File: config.mk
export PLATFORM = sky130hd
export DESIGN_NAME = burst_addr_gen
export DESIGN_NICKNAME = d
export VERILOG_FILES = /design/src/rtl/burst_addr_gen.sv
export SDC_FILE = /design/constraint.sdc
export NUM_CORES = 1
export LEC_CHECK = 0
export CAP_MARGIN = 40
export CORE_MARGIN = 1.5
export CORE_UTILIZATION = 50
export CTS_CLUSTER_SIZE = 24
export DETAILED_ROUTE_END_ITERATION = 10
export DONT_BUFFER_PORTS = 1
export PLACE_DENSITY_LB_ADDON = 0.1
export SLEW_MARGIN = 20
export SYNTH_ARGS = -nofsm -noshare
export SYNTH_HDL_FRONTEND = slang
export SYNTH_SLANG_ARGS = --single-unit
File: constraint.sdc
create_clock -name clk -period 2.2 [get_ports clk]
set_clock_uncertainty 0.1 [all_clocks]
set_input_delay 0.55 -clock clk [delete_from_list [all_inputs] [get_ports clk]]
set_output_delay 0.55 -clock clk [all_outputs]
set_load 0.02 [all_outputs]
File: src/rtl/burst_addr_gen.sv
// Burst address generator: turns one request into BURST_LEN strided SRAM
// accesses, streaming write beats in and returning read beats one cycle later.
module burst_addr_gen #(
  parameter int unsigned ADDR_WIDTH = 10,
  parameter int unsigned DATA_WIDTH = 8,
  parameter int unsigned BURST_LEN  = 15,
  parameter int unsigned STRIDE_LEN = 8
) (
  input  logic                  clk,
  input  logic                  rst,
  input  logic                  req_valid,
  output logic                  req_ready,
  input  logic [ADDR_WIDTH-1:0] req_addr,
  input  logic                  req_write,
  input  logic                  wdata_valid,
  output logic                  wdata_ready,
  input  logic [DATA_WIDTH-1:0] wdata,
  output logic                  sram_en,
  output logic                  sram_we,
  output logic [ADDR_WIDTH-1:0] sram_addr,
  output logic [DATA_WIDTH-1:0] sram_wdata,
  input  logic [DATA_WIDTH-1:0] sram_rdata,
  output logic                  rdata_valid,
  output logic [DATA_WIDTH-1:0] rdata,
  output logic                  busy,
  output logic                  done
);

  localparam int unsigned CNT_W = (BURST_LEN > 1) ? $clog2(BURST_LEN) : 1;
  localparam logic [CNT_W-1:0] LAST_BEAT = CNT_W'(BURST_LEN - 1);
  localparam logic [ADDR_WIDTH-1:0] STRIDE = ADDR_WIDTH'(STRIDE_LEN);

  typedef enum logic [1:0] {
    IDLE,
    WRITE,
    READ,
    READ_LAST
  } state_t;

  state_t                state;
  logic [ADDR_WIDTH-1:0] addr;
  logic [CNT_W-1:0]      cnt;
  logic                  wr_beat;
  logic                  rd_beat;
  logic                  last;

  // Access strobes are decoded from the registered state so that a write beat
  // and the done pulse land in the same cycle wdata_valid is seen.
  always_comb begin
    wr_beat     = (state == WRITE) && wdata_valid;
    rd_beat     = (state == READ);
    last        = (cnt == LAST_BEAT);
    req_ready   = (state == IDLE);
    busy        = (state != IDLE);
    wdata_ready = (state == WRITE);
    sram_en     = wr_beat || rd_beat;
    sram_we     = wr_beat;
    sram_addr   = addr;
    sram_wdata  = wr_beat ? wdata : '0;
    done        = (wr_beat && last) || (state == READ_LAST);
    rdata       = rdata_valid ? sram_rdata : '0;
  end

  // State, address, beat counter and the one-cycle read-return flag.
  always_ff @(posedge clk or posedge rst) begin
    if (rst) begin
      state       <= IDLE;
      addr        <= '0;
      cnt         <= '0;
      rdata_valid <= 1'b0;
    end else begin
      rdata_valid <= sram_en && !sram_we;
      case (state)
        IDLE: begin
          if (req_valid) begin
            addr  <= req_addr;
            cnt   <= '0;
            state <= req_write ? WRITE : READ;
          end
        end
        WRITE: begin
          if (wdata_valid) begin
            addr <= addr + STRIDE;
            if (last) begin
              cnt   <= '0;
              state <= IDLE;
            end else begin
              cnt <= cnt + CNT_W'(1);
            end
          end
        end
        READ: begin
          addr <= addr + STRIDE;
          if (last) begin
            cnt   <= '0;
            state <= READ_LAST;
          end else begin
            cnt <= cnt + CNT_W'(1);
          end
        end
        READ_LAST: state <= IDLE;
        default:   state <= IDLE;
      endcase
    end
  end

endmodule
==> results of run 1 <==
==> layout make-up <==
type                       count  area, um2
fill                         210        957
multi-input combinational     96        668
sequential                    17        425
timing repair buffer           6       45.0
tap                           28       35.0
inverter                       9       33.8
clock buffer                   4       26.3
==> sequential cells by signal (all words and copies together), names as in the netlist <==
register and count:
cnt 4, rdata_valid 1, sram_addr 10, state 2
==> cell families after synthesis <==
kind of cell,synth area share
compound gates,0.192
flops,0.369
fa+ha+maj,0.0976
mux,0.0369
buf+inv,0.0575
simple gates,0.247
==> what timing repair did <==
action                     in CTS  in global routing
setup endpoints to repair       2                  2
pin swaps                       1                  1
setup buffers                   0                  1
resized for setup               2                  2
==> per-stage QoR <==
step	area, um2	power, mW
2_1_floorplan	1150	1.69
3_3_place_gp	1190	1.87
3_5_place_dp	1190	1.91
4_1_cts	1220	2.10
5_1_grt	1230	2.29
6_report	1230	2.09
==> worst reg2reg max path: cells and delay by family (launching register included) <==
family                     cells  cell delay, ns
DFF                            1            0.45
adders and majority gates      1            0.24
AOI/OAI and AO/OA              2            0.68
buffers and inverters          1            0.16
and+or+nand+nor                1            0.08
==> layer usage <==
metal	wire [um]	up-vias
met2	1270	37
met1	1010	419
met5	0	-
met3	175	2
met4	12	0
li1	-	457
==> worst paths after layout <==
kind | end | startpoint | depth (start not counted) | slack, ns
worst max-delay path | sram_en | state[0] | 3 | 0.10
worst min-delay path | sram_addr[2] | rst | 1 | 0.13
worst max register to register | sram_addr[9] | state[0] | 5 | 0.38
worst min register to register | cnt[0] | cnt[0] | 1 | 0.47
max in group asynchronous | state[0] | rst | 1 | 1.45
min in group clk | sram_addr[2] | req_addr[2] | 2 | 0.32
==> synth_stat cells <==
| cell | number | area [um2] |
|---|---|---|
| and3_1 | 11 | 68.8 |
| clkbuf_1 | 1 | 3.75 |
| inv_1 | 8 | 30.0 |
| dfrtp_1 | 17 | 425 |
| and2_1 | 8 | 50.1 |
| nand3_1 | 8 | 40.0 |
| mux2_2 | 2 | 22.5 |
| o21ai_1 | 3 | 15.0 |
| nand2b_1 | 7 | 43.8 |
| o221ai_1 | 1 | 8.76 |
| or2_2 | 1 | 6.26 |
| a21oi_4 | 1 | 16.3 |
| mux2i_1 | 2 | 20.0 |
| nand2_1 | 15 | 56.3 |
| inv_2 | 1 | 3.75 |
| a221o_1 | 1 | 10.0 |
| buf_4 | 1 | 7.51 |
| buf_6 | 1 | 11.3 |
| nand3b_1 | 1 | 7.51 |
| a2bb2oi_2 | 2 | 30.0 |
| a2bb2oi_1 | 1 | 8.76 |
| a221oi_2 | 1 | 15.0 |
| o21ai_0 | 10 | 50.1 |
| o2bb2ai_1 | 1 | 8.76 |
| a41o_1 | 1 | 10.0 |
| a21oi_1 | 6 | 30.0 |
| nand4b_1 | 1 | 8.76 |
| ha_1 | 9 | 113 |
| o31ai_2 | 1 | 12.5 |
| o22ai_1 | 1 | 6.26 |
| buf_2 | 2 | 10.0 |
| nor2_1 | 1 | 3.75 |
==> where the power goes <==
part | leakage [nW] | internal (mW) | switching [mW] | total (mW)
Combinational | 0.374 | 0.495 | 0.695 | 1.19
Clock | 0.0150 | 0.0704 | 0.0886 | 0.159
Sequential | 0.211 | 0.454 | 0.284 | 0.738
==> impl.org, run 1 <==
** Floorplan
- Number of standard-cell rows in the floorplan :: 17
- The floorplan step set the die width to about 51 um.
- Die outline height :: approximately 50 um
- The floorplan step defined a die boundary enclosing between 2000 and 3000 um2.
- The floorplan step defined a core boundary enclosing roughly 2200 um2.
- 64 I/O pins were placed.
- Starting Density :: 0.527

** Critical path
- The slowest stage of the critical path is the dfrtp_1 cell.
- STA classifies the critical path endpoint as an output pin.
- On the worst path, the slowest cell contributes a delay of roughly 0.45 ns.
- Largest fanout on the critical path :: 6
- WP buf/inv :: 1
- CP delay by family, top :: flip-flops
- The critical path goes through inv_1 > ha_1 > or2_2.
- Worst setup path category :: reg -> out
- Required time of the critical path :: approximately 1.6 ns
- Worst path arrival time :: 1.45 ns
- STA classifies the critical path startpoint as a flip-flop.

** Final layout
- Once layout is complete, the utilization of the core stands at 0.563.
- Nets :: ~170
- For this run, the number of standard cells in the final layout without fillers is 160.
- Layout area overhead :: 6.94%
- Layout cell share with drive strength beyond 1 :: 0.167
- The library cells used most frequently in the layout, excluding fill and tap cells, are dfrtp_1 (17), nand2_1 (15), and3_1 (11), o21ai_0 (10).
- 0 antenna diodes ended up in the layout.
- The library cell used most frequently in the layout, excluding fill and tap cells, is dfrtp_1.

** Routing
- After the first detailed-routing iteration, the DRC count stood at 5.
- The first TritonRoute pass finished after 4 iterations.
- In this run the remaining antenna-violating nets after routing total 0.
- The detailed router placed 915 vias in this run.
- Via density per instance :: around 5.7
- Remaining design rule violation count :: 0
- Total detailed-routing wirelength :: 2.46 mm
- Routed wire per std cell :: about 15 um

** Timing
- Post-Route Setup TNS :: 0 ns
- Hold timing on the final database bottoms out at a slack of roughly 0.13 ns.
- Final setup violation count :: 0
- Worst slew margin :: 0.570
- Time the worst path needs with I/O delays and setup :: ~2.1 ns
- Setup repair after global routing left no endpoint under its margin.
- Final-report max-slew violation count :: 0
- At the pin with the least slew margin, the transition time is roughly 0.64 ns.
- Share of the cycle needed by the critical path after routing :: 0.952
- Final Hold Vio Count :: 0
- Timing would allow up to about 480 MHz.
- In the post-route analysis, the smallest setup slack over all paths is about 0.10 ns.

** Global routing
- Initial antenna violation count :: 0
- The first global-routing pass estimated between 3 and 4 mm of wire.
- For this run, the total global-route usage over all layers was measured as 0.207.
- Most used routing layer in global routing :: met2
- The via count of the first global-routing pass was 920.
- For this run, global-route usage on met1 was measured as 0.232.
- Maximum number of pins on one net before global-route repair :: 18
- Summed over all layers, the global routing overflow is 0.
- Routing usage on met2 :: 0.372
- In the global route stage, met3 resource usage came out at 0.0760.

** Job
- The tool flagged a number of max-cap violations equal to 0.

** CTS
- The cell sitting at the root of the clock tree is a clkbuf_4.
- CTS built an H-tree with a depth of 1.
- CTS tree :: done
- The clock passes through at most 2 buffers.
- Counting every sink on the clock net gives 17.
- Count of hold buffers inserted by post-cts repair :: 0
- For the worst-skew pair, the clock arrives at the later sink with an insertion delay of 0.28 ns.
- Clock transition at the register clock pins on the worst setup and hold paths after CTS :: ~0.090 ns
- In this run, CTS created clock tree buffers numbering 3.

** Worst hold path
- HP Class :: in -> async

** Yosys
- Portion of the post-synthesis area used by sequential elements :: 0.369
- Number of synthesized register bits :: 17
- Count of cell types in the netlist :: 32
- Counting every net in the synthesized netlist gives 167.
- Yosys printed 0 warnings.
- After technology mapping, the gate count stands at 127.
- The mapped netlist covers between 1000 and 1500 um2.
- A synthesized cell averages slightly above 9 um2.

** Pwr
- Static Leakage :: approximately 0.60 nW
- Peak supply drop :: roughly 0.97 mV
- In this run the power density over the cells is 1690 nW/um2.

** Placement
- HPWL reported at the end of detailed placement :: between 1.5 and 2 mm
- Including well taps, the total number of placed cells is around 160.
- At the placement stage, the worst setup path has a slack of roughly 0.29 ns.
- Number of buffer cells added on primary ports :: 0
- Placer Congestion :: between 0.7 and 0.8

** Outcome
- Run status :: finished clean
Note: power is estimated with default switching activity, not from simulation.
==> inputs of run 2 (changes only) <==
PLACE_DENSITY_LB_ADDON = not set   (was 0.1)
==> impl.org, run 2 (synthesis gave the netlist of run 1 again) <==
** Outcome
- Run status: finished clean (unchanged).

** Routing
- Total detailed-routing wirelength :: 2.45 mm (was 2.46 mm)
- DRT antenna net count :: 0 (unchanged)
- Routed wire per std cell :: 15.2 um (was 15.4 um)
- Via density per instance :: 5.97 (was 5.72)
- The total via count after detailed routing is 961 (was 915).
- The number of violations reported at the end of detailed-routing iteration 0 was 17 (was 5).
- The DRC violation count after routing came to 0 (unchanged).
- The number of detailed-routing iterations run before antenna repair is 4 (unchanged).

** Critical path
- Startpoint Class :: flip-flop (unchanged)
- Required time of the critical path :: 1.55 ns (about the same)
- The launching point of the worst reg2reg path is state[0] (unchanged).
- The biggest cell delay along the critical path was 0.46 ns (was 0.45 ns).
- Cell with the biggest individual delay on the critical path :: dfrtp_1 (unchanged)
- Register-to-register path setup slack :: 0.37 ns (was 0.38 ns)
- Crit path capture type :: output pin (unchanged)
- Critical Path, Cell by Cell :: ha_2 > inv_1 > nor2_4 > a41o_1 (was inv_1 > ha_1 > or2_2)
- Worst R2R Path Depth :: 5 (unchanged)
- Worst path arrival time :: 1.46 ns (was 1.45 ns)
- Worst setup path category :: reg -> out (unchanged)
- The maximum fanout count along the critical path came to 6 (unchanged).
- The endpoint of the worst-slack reg-to-reg timing path was state[0] (was sram_addr[9]).

** Floorplan
- Die boundary width :: 51.0 um (unchanged)
- The floorplan die height came to 51.0 um (unchanged).
- I/O pin count :: 64 (unchanged)
- The row count came to 17 (unchanged).
- The area of the die was 2600 um2 (unchanged).
- Core region area :: 2190 um2 (unchanged)
- Starting Density :: 0.527 (unchanged)

** CTS
- Clock Sinks :: 17 (unchanged)
- The CTS buffer count came to 3 (unchanged).
- The library cell used as clock root buffer was clkbuf_4 (unchanged).
- The clock-pin slew reported for the worst setup and hold paths after clock tree synthesis was 0.11 ns (was 0.09 ns).
- The latest clock arrival within the worst-skew pair came to 0.29 ns (was 0.28 ns).
- The depth of the CTS H-tree was 1 (unchanged).
- The maximum buffer depth of the clock tree is 2 (unchanged).
- The CTS tree is done (unchanged).

** Final layout
- Area of all placed cells without fillers :: 1250 um2 (was 1230 um2)
- Layout cell share with drive strength beyond 1 :: 0.180 (was 0.167)
- Number of flip-flops in the largest register :: 10 (unchanged)
- The relative area change from synthesis to final layout was 8.24% (was 6.94%).
- Antenna cells :: 0 (unchanged)
- Final std cells w/o fill :: 161 (was 160)
- Commonest non-fill, non-tap cells in the layout: dfrtp_1 (17), nand2_1 (15), and3_1 (11), o21ai_0 (10) (unchanged).
- The final net count is 174 (was 173).
- The post-route core utilization is 0.570 (was 0.563).
- The most frequent standard cell in the layout excluding fill and tap cells is dfrtp_1 (unchanged).

** Timing
- RSZ-0062 raised after global routing: false (unchanged).
- The total negative setup slack came to 0 ns (unchanged).
- The transition time at the pin with the least slew margin is 0.637 ns (was 0.644 ns).
- Final-report max-slew violation count :: 0 (unchanged)
- The final worst-path cycle share came to 0.958 (was 0.952).
- Final critical-path setup slack :: 0.0932 ns (was 0.105 ns)
- Final setup violation count :: 0 (unchanged)
- Worst slew margin :: 0.575 (was 0.570)
- Time the worst path needs with I/O delays and setup :: 2.11 ns (was 2.10 ns)
- Final Hold Vio Count :: 0 (unchanged)
- The timing-limited maximum frequency is 475 MHz (was 477 MHz).

** Worst hold path
- HP Class :: in -> async (unchanged)

** Pwr
- The static power due to leakage is 0.609 nW (was 0.600 nW).
- Peak supply drop :: 0.771 mV (was 0.967 mV)
- The power density normalized to cell area is 1690 nW/um2 (about the same).

** Global routing
- Initial antenna violation count :: 0 (unchanged)
- Wire length of the first global-routing pass :: 3.80 mm (was 3.99 mm)
- Number of global-route vias before repair :: 934 (was 920)
- The total congestion overflow after global routing came to 0 (unchanged).
- GRT Resource Usage Total :: 0.193 (was 0.207)
- The maximum number of pins on one net before global-route repair was 18 (unchanged).

** Placement
- The total placed cells including tap cells came to 156 (was 155).
- The weighted congestion reported at the end of routability-driven placement was 0.822 (was 0.784).
- The HPWL after detailed placement was 1.95 mm (was 1.96 mm).
- The post-placement worst setup slack is 0.286 ns (was 0.290 ns).
- Number of buffer cells added on primary ports :: 0 (unchanged)
- The post-placement cell area was 1200 um2 (was 1190 um2).

** Job
- Count of max-cap constraint violations :: 0 (unchanged)
[run 2: layout make-up]
type	count	area (um2)
clock inverters	1	5.00
well taps	28	35.0
flip-flops and latches	17	425
multi-input cells	96	674
clock buffers	3	22.5
fillers	210	942
repair buffers	7	52.6
inverters	9	33.8
[run 2: how the worst max path moves through the flow]
stage | startpoint | slack, ns | to
after global routing | state[0] | 0.003 | done
after detailed placement | state[1] | 0.29 | done
final | state[0] | 0.09 | done
after floorplan | state[1] | 0.002 | done
after CTS | state[0] | 0.01 | busy
after global placement | state[1] | 0.30 | done
[run 2: critical path: cells and delay by family (launching register included)]
kind                       cells  cell delay [ns]
DFF                            1             0.46
buffers and inverters          1             0.07
adders and majority gates      1             0.21
AOI/OAI and AO/OA              1             0.30
and+or+nand+nor                1             0.13
[run 2: per-layer routing]
layer | part of all wire | GRT usage | vias up
met5 | 0 | 0 | -
met4 | 0.0069 | 0.0811 | 0
met3 | 0.074 | 0.0468 | 2
met2 | 0.51 | 0.353 | 47
met1 | 0.40 | 0.209 | 455
li1 | - | - | 457
[run 2: through the flow]
stage / hold WS, ns / power [mW]
3_3_place_gp: 0.449 / 1.89
3_5_place_dp: 0.446 / 1.93
2_1_floorplan: 0.376 / 1.69
5_1_grt: 0.174 / 2.29
4_1_cts: 0.138 / 2.10
6_report: 0.116 / 2.12
[run 2: where the power goes]
part	internal (mW)	switching, mW	total (mW)
registers	0.454	0.279	0.733
clock network	0.0675	0.0966	0.164
logic	0.518	0.701	1.22
[run 2: timing repair]
action / CTS / global route
setup endpoints to repair: 1 / 5
buffers inserted: 0 / 1
hold buffers: 0 / 0
gates resized for setup: 1 / 4
pin swaps: 1 / 1
